===== config.mk =====
export PLATFORM = sky130hd
export DESIGN_NAME = multicycle_control
export DESIGN_NICKNAME = d
export VERILOG_FILES = /design/src/rtl/multicycle_control.sv
export SDC_FILE = /design/constraint.sdc
export NUM_CORES = 1
export LEC_CHECK = 0
export ABC_AREA = 0
export CORE_MARGIN = 2
export CORE_UTILIZATION = 43
export DETAILED_ROUTE_END_ITERATION = 6
export GPL_TIMING_DRIVEN = 0
export MAX_ROUTING_LAYER = met4
export PLACE_DENSITY = 0.76
export REMOVE_ABC_BUFFERS = 1
export SLEW_MARGIN = 5
export SYNTH_ARGS = -nofsm -noshare
export SYNTH_HDL_FRONTEND = slang
export SYNTH_SLANG_ARGS = --single-unit
export TNS_END_PERCENT = 50

===== constraint.sdc =====
create_clock -name clk -period 1.9 [get_ports clk]
set_input_delay 0.19 -clock clk [delete_from_list [all_inputs] [get_ports clk]]
set_output_delay 0.19 -clock clk [all_outputs]
set_load 0.1 [all_outputs]

===== src/rtl/multicycle_control.sv =====
`default_nettype none
// ============================================================================
// Module   : multicycle_control
// Brief    : Main control FSM for a multicycle MIPS-subset datapath with
//            memory wait states and a retired-instruction counter.
// Revision : 1.0 - initial release
// ============================================================================
module multicycle_control (
    input  logic        clk,
    input  logic        reset,
    input  logic [5:0]  op,
    input  logic        zero,
    input  logic        memReady,
    output logic        PCWrite,
    output logic        PCWriteCond,
    output logic [1:0]  PCSource,
    output logic        IorD,
    output logic        MemToReg,
    output logic        IRWrite,
    output logic        RegWrite,
    output logic        RegDst,
    output logic        ALUSrcA,
    output logic [1:0]  ALUSrcB,
    output logic        MemRead,
    output logic        MemWrite,
    output logic [1:0]  ALUOp,
    output logic        illegalOp,
    output logic [3:0]  state,
    output logic [31:0] instrCount
);

    localparam logic [3:0] c_FETCH  = 4'd0;
    localparam logic [3:0] c_DECODE = 4'd1;
    localparam logic [3:0] c_MEMADR = 4'd2;
    localparam logic [3:0] c_MEMRD  = 4'd3;
    localparam logic [3:0] c_MEMWB  = 4'd4;
    localparam logic [3:0] c_MEMWR  = 4'd5;
    localparam logic [3:0] c_EXEC   = 4'd6;
    localparam logic [3:0] c_RWB    = 4'd7;
    localparam logic [3:0] c_BRANCH = 4'd8;
    localparam logic [3:0] c_ADDIEX = 4'd9;
    localparam logic [3:0] c_ADDIWB = 4'd10;
    localparam logic [3:0] c_JUMP   = 4'd11;

    localparam logic [5:0] c_OP_RTYPE = 6'b000000;
    localparam logic [5:0] c_OP_LW    = 6'b100011;
    localparam logic [5:0] c_OP_SW    = 6'b101011;
    localparam logic [5:0] c_OP_BEQ   = 6'b000100;
    localparam logic [5:0] c_OP_ADDI  = 6'b001000;
    localparam logic [5:0] c_OP_J     = 6'b000010;

    logic [3:0]  r_state;
    logic [31:0] r_instrCount;
    logic [3:0]  w_nextState;
    logic        w_retire;

    logic        w_pcWrite;
    logic        w_pcWriteCond;
    logic [1:0]  w_pcSource;
    logic        w_iorD;
    logic        w_memToReg;
    logic        w_irWrite;
    logic        w_regWrite;
    logic        w_regDst;
    logic        w_aluSrcA;
    logic [1:0]  w_aluSrcB;
    logic        w_memRead;
    logic        w_memWrite;
    logic [1:0]  w_aluOp;
    logic        w_illegal;

    always_comb begin
        w_nextState   = c_FETCH;
        w_retire      = 1'b0;
        w_pcWrite     = 1'b0;
        w_pcWriteCond = 1'b0;
        w_pcSource    = 2'b00;
        w_iorD        = 1'b0;
        w_memToReg    = 1'b0;
        w_irWrite     = 1'b0;
        w_regWrite    = 1'b0;
        w_regDst      = 1'b0;
        w_aluSrcA     = 1'b0;
        w_aluSrcB     = 2'b00;
        w_memRead     = 1'b0;
        w_memWrite    = 1'b0;
        w_aluOp       = 2'b00;
        w_illegal     = 1'b0;

        case (r_state)
            c_FETCH: begin
                w_memRead   = 1'b1;
                w_aluSrcB   = 2'b01;
                w_irWrite   = memReady;
                w_pcWrite   = memReady;
                w_nextState = memReady ? c_DECODE : c_FETCH;
            end
            c_DECODE: begin
                w_aluSrcB = 2'b11;
                case (op)
                    c_OP_LW, c_OP_SW: w_nextState = c_MEMADR;
                    c_OP_RTYPE:       w_nextState = c_EXEC;
                    c_OP_BEQ:         w_nextState = c_BRANCH;
                    c_OP_ADDI:        w_nextState = c_ADDIEX;
                    c_OP_J:           w_nextState = c_JUMP;
                    default: begin
                        w_nextState = c_FETCH;
                        w_illegal   = 1'b1;
                    end
                endcase
            end
            c_MEMADR: begin
                w_aluSrcA   = 1'b1;
                w_aluSrcB   = 2'b10;
                w_nextState = (op == c_OP_LW) ? c_MEMRD : c_MEMWR;
            end
            c_MEMRD: begin
                w_memRead   = 1'b1;
                w_iorD      = 1'b1;
                w_nextState = memReady ? c_MEMWB : c_MEMRD;
            end
            c_MEMWB: begin
                w_regWrite = 1'b1;
                w_memToReg = 1'b1;
                w_retire   = 1'b1;
            end
            c_MEMWR: begin
                w_memWrite  = 1'b1;
                w_iorD      = 1'b1;
                w_nextState = memReady ? c_FETCH : c_MEMWR;
                w_retire    = memReady;
            end
            c_EXEC: begin
                w_aluSrcA   = 1'b1;
                w_aluOp     = 2'b10;
                w_nextState = c_RWB;
            end
            c_RWB: begin
                w_regWrite = 1'b1;
                w_regDst   = 1'b1;
                w_retire   = 1'b1;
            end
            c_BRANCH: begin
                w_aluSrcA     = 1'b1;
                w_aluOp       = 2'b01;
                w_pcWriteCond = 1'b1;
                w_pcSource    = 2'b01;
                w_pcWrite     = zero;
                w_retire      = 1'b1;
            end
            c_ADDIEX: begin
                w_aluSrcA   = 1'b1;
                w_aluSrcB   = 2'b10;
                w_nextState = c_ADDIWB;
            end
            c_ADDIWB: begin
                w_regWrite = 1'b1;
                w_retire   = 1'b1;
            end
            c_JUMP: begin
                w_pcWrite  = 1'b1;
                w_pcSource = 2'b10;
                w_retire   = 1'b1;
            end
            default: w_nextState = c_FETCH;
        endcase
    end

    // Reset overrides any pending wait state or retirement in the same edge.
    always_ff @(posedge clk) begin
        if (!reset) begin
            r_state      <= c_FETCH;
            r_instrCount <= 32'd0;
        end else begin
            r_state <= w_nextState;
            if (w_retire) begin
                r_instrCount <= r_instrCount + 32'd1;
            end
        end
    end

    // Side-effecting strobes are suppressed while reset is held low.
    assign PCWrite     = reset & w_pcWrite;
    assign IRWrite     = reset & w_irWrite;
    assign RegWrite    = reset & w_regWrite;
    assign MemWrite    = reset & w_memWrite;
    assign MemRead     = reset & w_memRead;
    assign illegalOp   = reset & w_illegal;
    assign PCWriteCond = w_pcWriteCond;
    assign PCSource    = w_pcSource;
    assign IorD        = w_iorD;
    assign MemToReg    = w_memToReg;
    assign RegDst      = w_regDst;
    assign ALUSrcA     = w_aluSrcA;
    assign ALUSrcB     = w_aluSrcB;
    assign ALUOp       = w_aluOp;
    assign state       = r_state;
    assign instrCount  = r_instrCount;

endmodule
`default_nettype wire


# After elaboration in Yosys (flattened, before gate mapping)

Index checks and enable logic that the tools add are counted.

Flip-flop bits (word level): 36
Input port bits: 10
Output and inout port bits: 53
Word-level logic and storage cells: 57

Add/subtract/negate cells: 1
Eq/ne operators: 16
Mux-type cells: 22
Bitwise gates (word level): 6
Reduce and logical (&&, ||, !) cells: 10

Operator list:

| cell                    | count |
|---|---|
| $add A32 B1 Y32 const B | 1 |
| $pmux W4 S7             | 1 |
| $pmux W4 S5             | 1 |
| $eq A4 B3 Y1 const B    | 4 |
| $eq A4 B4 Y1 const B    | 4 |
| $eq A6 B6 Y1 const B    | 2 |
| $mux W1                 | 12 |
| $mux W3                 | 3 |
| $eq A4 B2 Y1 const B    | 2 |
| $pmux W2 S2             | 2 |
| $reduce_or A2 Y1        | 4 |
| $and A1 B1 Y1           | 6 |
| $eq A6 B2 Y1 const B    | 1 |
| $eq A6 B3 Y1 const B    | 1 |
| $eq A6 B4 Y1 const B    | 1 |
| $logic_not A6 Y1        | 1 |
| $pmux W2 S3             | 1 |
| $reduce_or A6 Y1        | 1 |
| $reduce_or A5 Y1        | 1 |
| $eq A4 B1 Y1 const B    | 1 |
| $logic_not A4 Y1        | 1 |
| $reduce_or A4 Y1        | 1 |
| $pmux W1 S3             | 1 |
| $reduce_or A3 Y1        | 1 |
| $pmux W1 S2             | 1 |

# Logic depth before layout (Yosys ltp)

Gate-level depths: netlist of the first run.

Depth in word-level cells: 5
Gate-level depth with buffers: 6
Gate-level depth less buffers: 5

# Worst setup path after synthesis of the first run

OpenSTA, ideal clock, no wires.

Path kind: reg2out
From: reg r_state[0], in the netlist state[0]
To: out MemRead
Arrival: 4,473 ps
Required time: 1,710 ps
Path slack: -2,763 ps
Stages on the path, launching flop included: 5
Path buffers: 1
Cells stage by stage: dfxtp_1 clkbuf_1 nand2b_1 nand2_1 nor4_1

Longest elaborated chain between the ends: 4
Elaborated cells on any way between the ends: 5
Those cells by class: eq/ne: 1; mux: 1; bitwise: 1; reduce/logical: 2

RTL lines:

| what                                                    | line | source |
|---|---|---|
| start: declaration                                      | 52   | `logic [3:0] r_state;` |
| start signal: assignment                                | 172  | `r_state <= c_FETCH;` |
| start signal: assignment                                | 175  | `r_state <= w_nextState;` |
| $eq A4 B2 Y1 / $logic_not A4 Y1 (equally long branches) | 90   | `case (r_state)` |
| $reduce_or A2 Y1 (no source line) (*)                   | -    |  |
| $mux W1 (*)                                             | 90   |  |
| $and A1 B1 Y1 (*)                                       | 187  | `assign MemRead = reset & w_memRead;` |
| end: declaration                                        | 24   | `output logic MemRead,` |

Mark *: on every way between the ends. The rest lies on a longest branch, timed or not.

# Final worst setup path of the first run

From: in op[5]
To: out illegalOp

Longest elaborated chain between the ends: 5
Elaborated cells on any way between the ends: 10
Those cells by class: eq/ne: 5; mux: 2; bitwise: 1; reduce/logical: 2

RTL lines:

| what                                       | line | source |
|---|---|---|
| start: declaration                         | 11   | `input logic [5:0] op,` |
| $eq A6 B6 Y1, or another cell as far along | 100  | `case (op)` |
| $reduce_or A6 Y1 (no source line) (*)      | -    |  |
| $mux W1 (*)                                | 100  |  |
| $mux W1 (*)                                | 90   |  |
| $and A1 B1 Y1 (*)                          | 188  | `assign illegalOp = reset & w_illegal;` |
| end: declaration                           | 27   | `output logic illegalOp,` |

Marked as above.

==> impl_results.md, run 1 <==
* Leak at approximately 1.2 nW
* Setup slack at placement at -1.95 ns
* CP arrival at between 1.5 and 2 ns
* #FFs+latches synth at 36
* Worst-path fanout max at 5
* Initial DRT Pass Iterations at 5
* Initial DRC count at between 150 and 200
* Via density at ~6.0
* Clock Latency Late Sink at around 0.3 ns
* Clock buffer depth at 2
* Synth Area in Simple Gates at a little over a third
* Final Core Density at a little over 60%
* Final WS setup at ~0.036 ns
* Area growth from synthesis to layout at 37.3%
* Worst min path class: in -> reg
* Largest net degree at the start of global routing at 35
* Overflow after GRT at 0
* Peak VDD IR at 0.000333 V
* Critical path origin: op[5]
* Final hold vios at 0
* RSZ-0062 raised after global routing: true
* CP Class: in -> out
* Die ar. at 5840 um2
* Post-route total power at about 1.6 mW
* Yosys top cell by area: dfxtp_1
* Largest family of logic cells by synthesized area: simple AND/OR/NAND/NOR gates
* # IOs at 63
* Placed Cells at roughly 390
* Die W at ~76 um
* Worst slew margin at between 30% and 40%
* Detailed-route wire length per cell at between 15 and 20 um
* Yosys cell types at 46
* Root buf cell: clkbuf_8
* Via count at between 2000 and 2500
* Post-synthesis sequential area ratio at between 30% and 40%
* Outcome: completed
* Fin crit share at between 90% and 100%
* Most common cell after layout, fill and taps aside: dlygate4sd2_1
* Adder-cell share of the synthesized area at less than 1%
* Overall die height at ~76 um
* Final nets at about 350
* Post-cts hold buffer count at 0
* CTS Sinks at 36
* CP startpoint kind: primary input
* Critical Path End Type: output pin
* Dpl hpwl at around 3.8 mm
* Post-route DRC at 0
* R2r setup slk at around 0.050 ns
* Setup violators final at 0
* FF-to-FF Start: instrCount[9]$_SDFFE_PN0P_
* CORE AREA at ~5100 um2
* GPL Wtd Cong at 0.886
* XOR/XNOR Fraction of Synth Area at under 10%
* DRT antenna net count at 0
* Area share of the largest cell type after synthesis at a little under a third
* Worst hold path depth at 3
* PwrDens at a little over 500 nW/um2
* Initial antenna violation count at 0
* Vias in the first global route at around 2000
* F_max at around 0.54 GHz
* Final min period at about 1.9 ns
* RR Endpoint: instrCount[15]$_SDFFE_PN0P_
* Initial Util at around 44%
* Share of cells above drive strength 1 at 21.3%
* Slew @ Worst Pin at ~0.99 ns
* Number of synthesized flops with an enable pin at 0
* R2R cell count at 4
* Mapped Cells at around 280
* TritonCTS clock tree: done
* Commonest cells after routing, fill and taps aside: 37 x dlygate4sd2_1, 28 x nand2_1, 21 x a21oi_1
* Async SR Flop Fraction at 0%
* Mux share of post-synthesis cell area at 7.11%
* Inserted Diodes at 0
* Critical Path End: illegalOp
* Clk slew on worst S/H paths at ~0.07 ns
* Final hold slack at between 0.3 and 0.4 ns
* Global-route wire length before repair at 9.94 mm
* # port buffers at 62
* Final clock skew at ~0.011 ns
* Max H-tree Level at 2
* Final-report max-slew violation count at 0
* FP Rows at 26
* Compound-Gate Fraction of Synth Area at approximately 16%
* Routed wire length at between 6 and 7 mm
* CTS Buf Count at 5
* Dominant synthesized flop cell: dfxtp_1
* Max Cap Viol at 0
* Avg Cell Area, Syn at 7.93 um2
* Mapped Area at around 2300 um2
* Area contributors post-synth: dfxtp_1 32%, mux2i_1 7.1%, o31ai_1 5.7%
* Synth warn at 0
* Non-filler cells, final at roughly 400
* Critical Path RT at about 1.7 ns
* GRT Resource Usage Total at a little over a fifth
==> metrics by stage <==
stage	setup TNS, ns	instance area, um2
final	0	3090
after global routing	-0.0829	3090
after CTS	-0.0234	2940
after detailed placement	-32.23	2840
after global placement	-40.61	2840
after floorplan	-69.27	2130
==> registers in the layout, summed over array words and instances, names as in the netlist <==
signal,flops
instrCount,32
state,4
==> critical path: stages <==
cell and delay (ns):
clkdlybuf4s50_1 0.48, nor4_2 0.38, nor2b_1 0.10, o31ai_2 0.26
nor4_2 0.08, buf_6 0.19
==> metal layers <==
| layer | up-vias | share of wire [%] | global-route usage, % |
|---|---|---|---|
| li1 | 1196 | - | - |
| met1 | 1159 | 44 | 26.8 |
| met2 | 109 | 48 | 33.4 |
| met3 | 17 | 6.2 | 3.55 |
| met4 | 0 | 2.2 | 8.36 |
| met5 | - | 0 | - |
==> logic make-up (layout without fill, tap and decap cells) <==
| group | after synthesis | after routing |
|---|---|---|
| adders and majority gates | 1 | 1 |
| AOI/OAI and AO/OA | 55 | 57 |
| DFF | 36 | 36 |
| muxes | 16 | 16 |
| xor gates and xnor gates | 4 | 4 |
| and+or+nand+nor | 140 | 141 |
| buffers and inverters | 32 | 87 |
==> synthesized netlist by cell type, types with 2 or more instances <==
master and n:
a21oi_1 21, a32oi_1 2, and2_1 2, and3_1 3, and4_1 4, buf_1 4
buf_2 3, buf_4 2, buf_6 2, clkbuf_1 12, dfxtp_1 36, inv_1 8
mux2i_1 16, nand2_1 28, nand2b_1 20, nand3_1 11, nand4_1 7, nor2_1 12
nor2b_1 3, nor3_1 5, nor4_1 18, o21ai_0 7, o31ai_1 17, or3_1 2
or4_1 16, xor2_1 3
==> where the power goes <==
part / switching (mW) / internal, mW
clock: 0.297 / 0.294
combinational: 0.145 / 0.0638
sequential: 0.00719 / 0.750
total: 0.450 / 1.11
==> area by class of cell <==
| cell class | count | area [um2] |
|---|---|---|
| repair buffers | 70 | 592 |
| inverters | 8 | 33.8 |
| fillers | 480 | 1980 |
| multi-input cells | 219 | 1520 |
| well taps | 70 | 87.6 |
| flip-flops and latches | 36 | 753 |
| clock inverters | 2 | 15.0 |
| clock buffers | 6 | 82.6 |
| repair inverters | 1 | 5.00 |
==> worst min-delay path by stage <==
stage / start / end / slack, ns
2_1_floorplan: reset / instrCount[11]$_SDFFE_PN0P_ / 0.34
3_3_place_gp: instrCount[31]$_SDFFE_PN0P_ / instrCount[31]$_SDFFE_PN0P_ / 0.45
3_5_place_dp: instrCount[31]$_SDFFE_PN0P_ / instrCount[31]$_SDFFE_PN0P_ / 0.47
4_1_cts: reset / instrCount[28]$_SDFFE_PN0P_ / 0.32
5_1_grt: reset / instrCount[9]$_SDFFE_PN0P_ / 0.34
6_report: reset / instrCount[11]$_SDFFE_PN0P_ / 0.32
==> timing repair <==
action	CTS	global route
buffers inserted	0	8
cloned	3	1
pin swaps	2	2
resized for setup	160	25
setup endpoints to repair	85	38
(Power assumes the default switching activity.)
==> inputs of run 2 (changes only) <==
Clock period 1.9 ns to 1.7 ns, I/O delays scaled along.
==> run 2 against run 1 <==
Net effect:
- the run now ends with negative setup slack left
- non-clock buffer count grew 35
- die area is the same
- hold slack lost 0.030 ns
- global-route usage grew 5.3 points
- total power grew 16%
- critical path depth grew 1
- flip-flop and latch count is the same
- wire length grew 39%
- final area grew 27%
- clock skew grew 0.0012 ns
- sequential power grew 9.5%
- register-to-register slack lost 0.19 ns
==> impl_results.md, run 2 (same netlist as run 1, synthesis figures left out) <==
* GPL Wtd Cong at between 0.8 and 0.9
* CP startpoint kind: flip-flop
* F_max at 0.544 GHz
* Final clock skew at 0.0121 ns
* DRT antenna net count at 0
* Inserted Diodes at 0
* Setup slack at placement at -2.11 ns
* Max reg flops at 32
* Routed wire length at about 9.0 mm
* Net Sw Frac at between 30% and 40%
* Initial DRT Pass Iterations at 7
* Via count at about 2900
* Cell Area, Placed at around 2800 um2
* Initial DRC count at between 300 and 400
* Overall die height at about 76 um
* Global-route wire length before repair at 12.3 mm
* Post-cts hold buffer count at 0
* Clk slew on worst S/H paths at 0.09 ns
* Flop pwr share at a little under half
* Via density at 6.48
* Logic pwr share at 16.1%
* Initial antenna violation count at 0
* Final nets at a little under 400
* CP arrival at a little over 2 ns
* Initial Util at 44.4%
* R2r setup slk at -0.14 ns
* CTS Buf Count at 5
* Die W at ~76 um
* Final WS setup at -0.138 ns
* Failing checks: negative setup slack
* Die ar. at approximately 5800 um2
* Slew @ Worst Pin at 0.952 ns
* Hold path start: reset
* Post-route DRC at 0
* R2R cell count at 7
* Setup Total Neg Slack at -1.87 ns
* Worst slew margin at between 30% and 40%
* Final-report max-slew violation count at 0
* Detailed-route wire length per cell at 20.1 um
* Root buf cell: clkbuf_8
* Share of cells above drive strength 1 at 47.9%
* Sw Pwr at between 0.5 and 0.6 mW
* Leak at roughly 1.5 nW
* Outcome: finished, violations left
* Most common cell after layout, fill and taps aside: buf_4
* Clock buffer depth at 2
* Area growth from synthesis to layout at 74.5%
* PwrDens at approximately 460 nW/um2
* Post-route total power at around 1.8 mW
* Vias in the first global route at 2392
* Max H-tree Level at 2
* Final hold slack at about 0.29 ns
* Fin crit share at 108%
* Int Pwr at 1.25 mW
* Dpl hpwl at between 3 and 4 mm
* Critical Path RT at between 1.5 and 2 ns
* FP Rows at 26
* CP Class: reg -> reg
* Peak VDD IR at between 0.0003 and 0.0004 V
* RSZ-0062 raised after global routing: true
* Final hold vios at 0
* CORE AREA at 5070 um2
* Clock Latency Late Sink at around 0.30 ns
* Overflow after GRT at 0
* Commonest cells after routing, fill and taps aside: 31 x buf_4, 23 x nand2_1, 21 x buf_6
* Critical Path End Type: flip-flop
* Final Core Density at approximately 77%
* # port buffers at between 60 and 70
* Worst Hold Path EP: instrCount[9]$_SDFFE_PN0P_
* Final min period at 1.84 ns
* Setup violators final at 40
* CTS Sinks at 36
* GRT Resource Usage Total at 26.3%
* Worst hold path depth at 3
* FF-to-FF Start: state[1]$_SDFF_PN0_
* TritonCTS clock tree: done
* Max Cap Viol at 0
* Largest net degree at the start of global routing at 35
* RR Endpoint: instrCount[18]$_SDFFE_PN0P_
* Clock share of power at a little under two fifths
* Placed Cells at 392
* Non-filler cells, final at between 400 and 500
* Worst min path class: in -> reg
* Worst-path fanout max at 12
* Design Area, Final at 3930 um2
* # IOs at 63
==> run 2: cell types whose count changed in the layout (fill, tap and decap cells not counted), moves of 8 or more <==
cell             before  now
buf_6                 2   21
clkbuf_2              0    9
buf_4                15   31
clkdlybuf4s15_2       2   20
dfxtp_4               5   13
dlygate4sd2_1        37    7
nor4_4                0   12
nor4_1               14    0
==> run 2: power groups by stage <==
stage	clock, mW	combinational [mW]	sequential (mW)
finish	0.691	0.291	0.829
global route	0.716	0.301	0.830
CTS	0.666	0.257	0.834
detailed placement	0	0.209	0.873
global placement	0	0.206	0.873
floorplan	0	0.119	0.888
==> run 2: timing repair <==
action,in CTS,in global routing
cloned,7,0
endpoints found under the setup margin,89,60
gates resized for setup,296,81
buffers inserted,24,19
pin swaps,39,26
==> run 2: final cells by class <==
type	instances	area, um2
Clock buffer	6	82.6
Clock inverter	2	15.0
Fill cell	310	1140
Inverter	8	33.8
Multi-Input combinational cell	222	1910
Sequential cell	36	774
Tap cell	70	87.6
Timing Repair Buffer	105	1020
Timing Repair inverter	1	5.00
==> run 2: worst max path at each step <==
stage,end,slack (ns),cells past startpoint,from
5_1_grt,instrCount[18]$_SDFFE_PN0P_,-0.15,7,state[1]$_SDFF_PN0_
2_1_floorplan,ALUOp[0],-5.90,2,state[3]$_SDFF_PN0_
3_5_place_dp,MemRead,-2.11,4,reset
3_3_place_gp,MemRead,-2.08,4,reset
6_report,instrCount[18]$_SDFFE_PN0P_,-0.14,7,state[1]$_SDFF_PN0_
4_1_cts,RegWrite,-0.1,7,state[1]$_SDFF_PN0_
==> run 2: worst max-delay path: stages, from the launching register on <==
cell and delay (ns):
dfxtp_4 0.36, buf_6 0.13, buf_6 0.10, nor2b_4 0.04, buf_6 0.14, o32a_4 0.34
nor4_4 0.34, mux2i_1 0.27
==> run 2: routing by layer <==
layer	part of all wire, %	GRT usage (%)	vias up
met5	0	-	-
met4	4.3	10.4	0
met3	8.5	3.44	50
met2	48	42.5	219
met1	39	33.6	1371
li1	-	-	1278
==> inputs of run 3 (changes only) <==
Settings changed: CORE_UTILIZATION 43 to 48, PLACE_DENSITY 0.76 to 0.8.
Clock period 1.7 ns to 1.8 ns, I/O delays scaled along.
==> run 3 against run 2 <==
Net effect:
- the flow still finishes with violations (negative setup slack)
- flip-flop and latch count unchanged
- register-to-register slack better by 0.11 ns
- global-route usage up 2.7 points
- clock skew down 0.0023 ns
- clock-buffer cell count up 1
- sequential power down 4.8%
- total power down 9.1%
- sequential share of layout area up 3.1 points
- fmax up 0.37%
- combinational power down 20%
- hold slack better by 0.042 ns
- critical endpoint is now instrCount[14]$_SDFFE_PN0P_
- highest routed layer unchanged
==> impl_results.md, run 3 (same netlist as run 1, synthesis figures left out) <==
* PwrDens at around 490 nW/um2
* Via count at ~2800
* F_max at 0.546 GHz
* Root buf cell: clkbuf_8
* Detailed-route wire length per cell at ~20 um
* CP Class: reg -> reg
* Overflow after GRT at 0
* Initial DRC count at 566
* Setup slack at placement at -2.03 ns
* Clock buffer depth at 2
* Setup Total Neg Slack at -0.0543 ns
* Outcome: finished, violations left
* Area growth from synthesis to layout at 49.4%
* Final min period at approximately 1.8 ns
* Most common cell after layout, fill and taps aside: dlygate4sd2_1
* Via density at 6.88
* Final clock skew at 0.00973 ns
* GPL Wtd Cong at 0.829
* FP Rows at 24
* Clock Latency Late Sink at approximately 0.30 ns
* GRT Resource Usage Total at between 20% and 30%
* Post-cts hold buffer count at 0
* Clk slew on worst S/H paths at about 0.080 ns
* CTS Sinks at 36
* Critical Path End Type: flip-flop
* Overall die height at 72.5 um
* Final-report max-slew violation count at 0
* Max reg flops at 32
* Dpl hpwl at just under 4 mm
* Failing checks: negative setup slack
* Max Cap Viol at 0
* RSZ-0062 raised after global routing: true
* CTS Buf Count at 5
* Worst min path class: in -> reg
* Final WS setup at -0.0316 ns
* # IOs at between 60 and 70
* Inserted Diodes at 0
* CP arrival at between 2 and 2.5 ns
* Die W at between 70 and 80 um
* CP startpoint kind: flip-flop
* Initial Util at 50.7%
* Critical Path RT at between 2 and 2.5 ns
* Post-route DRC at 0
* Setup violators final at 4
* Crit-path slowest cell: or4_1
* Final hold vios at 0
* Non-filler cells, final at just over 400
* Peak VDD IR at 0.000265 V
* Worst slew margin at about 36%
* Die ar. at 5260 um2
* Cell Chain, Critical Path: nand4_4 -> buf_6 -> or3_4 -> or4_1 -> a21oi_1
* Fin crit share at 102%
* Delay-heaviest family, CP: simple AND/OR/NAND/NOR gates
* Global-route wire length before repair at 11.8 mm
* # port buffers at 62
* Commonest cells after routing, fill and taps aside: 27 x dlygate4sd2_1, 26 x nand2_1, 26 x buf_4
* DRT antenna net count at 0
* Placed Cells at ~370
* CORE AREA at between 4000 and 5000 um2
* Worst-path fanout max at 7
* Max H-tree Level at 2
* Crit path buf inv count at 1
* Final nets at approximately 370
* Final hold slack at about 0.34 ns
* Slowest stage delay, CP at a little over 0.5 ns
* Largest net degree at the start of global routing at 35
* Slew @ Worst Pin at approximately 0.96 ns
* Routed wire length at about 8.2 mm
* Initial DRT Pass Iterations at 6
* Leak at 1.30 nW
* Initial antenna violation count at 0
* Vias in the first global route at roughly 2500
* Share of cells above drive strength 1 at between 30% and 40%
* TritonCTS clock tree: done
-- run 3: worst min-delay path, delay by kind of cell --
kind	cells	cell delay, ns
AND/OR/NAND/NOR	1	0.11
buffers and inverters	1	0.23
multiplexers	1	0.05
-- run 3: report_power, final --
part	total (mW)	internal (mW)	switching, mW
clock network	0.625	0.311	0.313
registers	0.789	0.781	0.00739
logic	0.233	0.0679	0.165
total	1.65	1.16	0.486
-- run 3: stage by stage --
| step | power (mW) | instance area [um2] | utilization (%) |
|---|---|---|---|
| after global routing | 1.69 | 3370 | 75.8 |
| after CTS | 1.62 | 3110 | 70.1 |
| after global placement | 1.02 | 2820 | 63.4 |
| after floorplan | 0.951 | 2130 | - |
| after detailed placement | 1.02 | 2820 | 63.4 |
| final | 1.65 | 3370 | 75.8 |
-- run 3: cell type report --
type / instances / area (um2)
Multi-Input combinational cell: 223 / 1740
Tap cell: 52 / 65.1
Inverter: 8 / 33.8
Timing Repair Buffer: 81 / 661
Timing Repair inverter: 1 / 5.00
Clock buffer: 7 / 86.3
Clock inverter: 1 / 7.51
Fill cell: 317 / 1080
Sequential cell: 36 / 768
-- run 3: per-layer routing --
layer,wire length (um),up-vias,track usage [%]
met5,0,-,-
met4,317,0,13.6
met1,3160,1319,37.2
met3,831,48,4.58
li1,-,1240,-
met2,3850,205,45.0
-- run 3: path summary, 6_finish.rpt --
kind,startpoint,endpoint,slack [ns],cells past startpoint
setup / recovery,instrCount[5]$_SDFFE_PN0P_,instrCount[14]$_SDFFE_PN0P_,-0.03,5
hold / removal,reset,instrCount[27]$_SDFFE_PN0P_,0.34,3
setup reg to reg,instrCount[5]$_SDFFE_PN0P_,instrCount[14]$_SDFFE_PN0P_,-0.03,5
hold reg to reg,instrCount[31]$_SDFFE_PN0P_,instrCount[31]$_SDFFE_PN0P_,0.47,2
-- run 3: repair_timing --
action	CTS	global route
gates cloned	6	2
endpoints found under the setup margin	87	51
pin swaps	7	16
buffers inserted	11	8
gates resized for setup	196	65
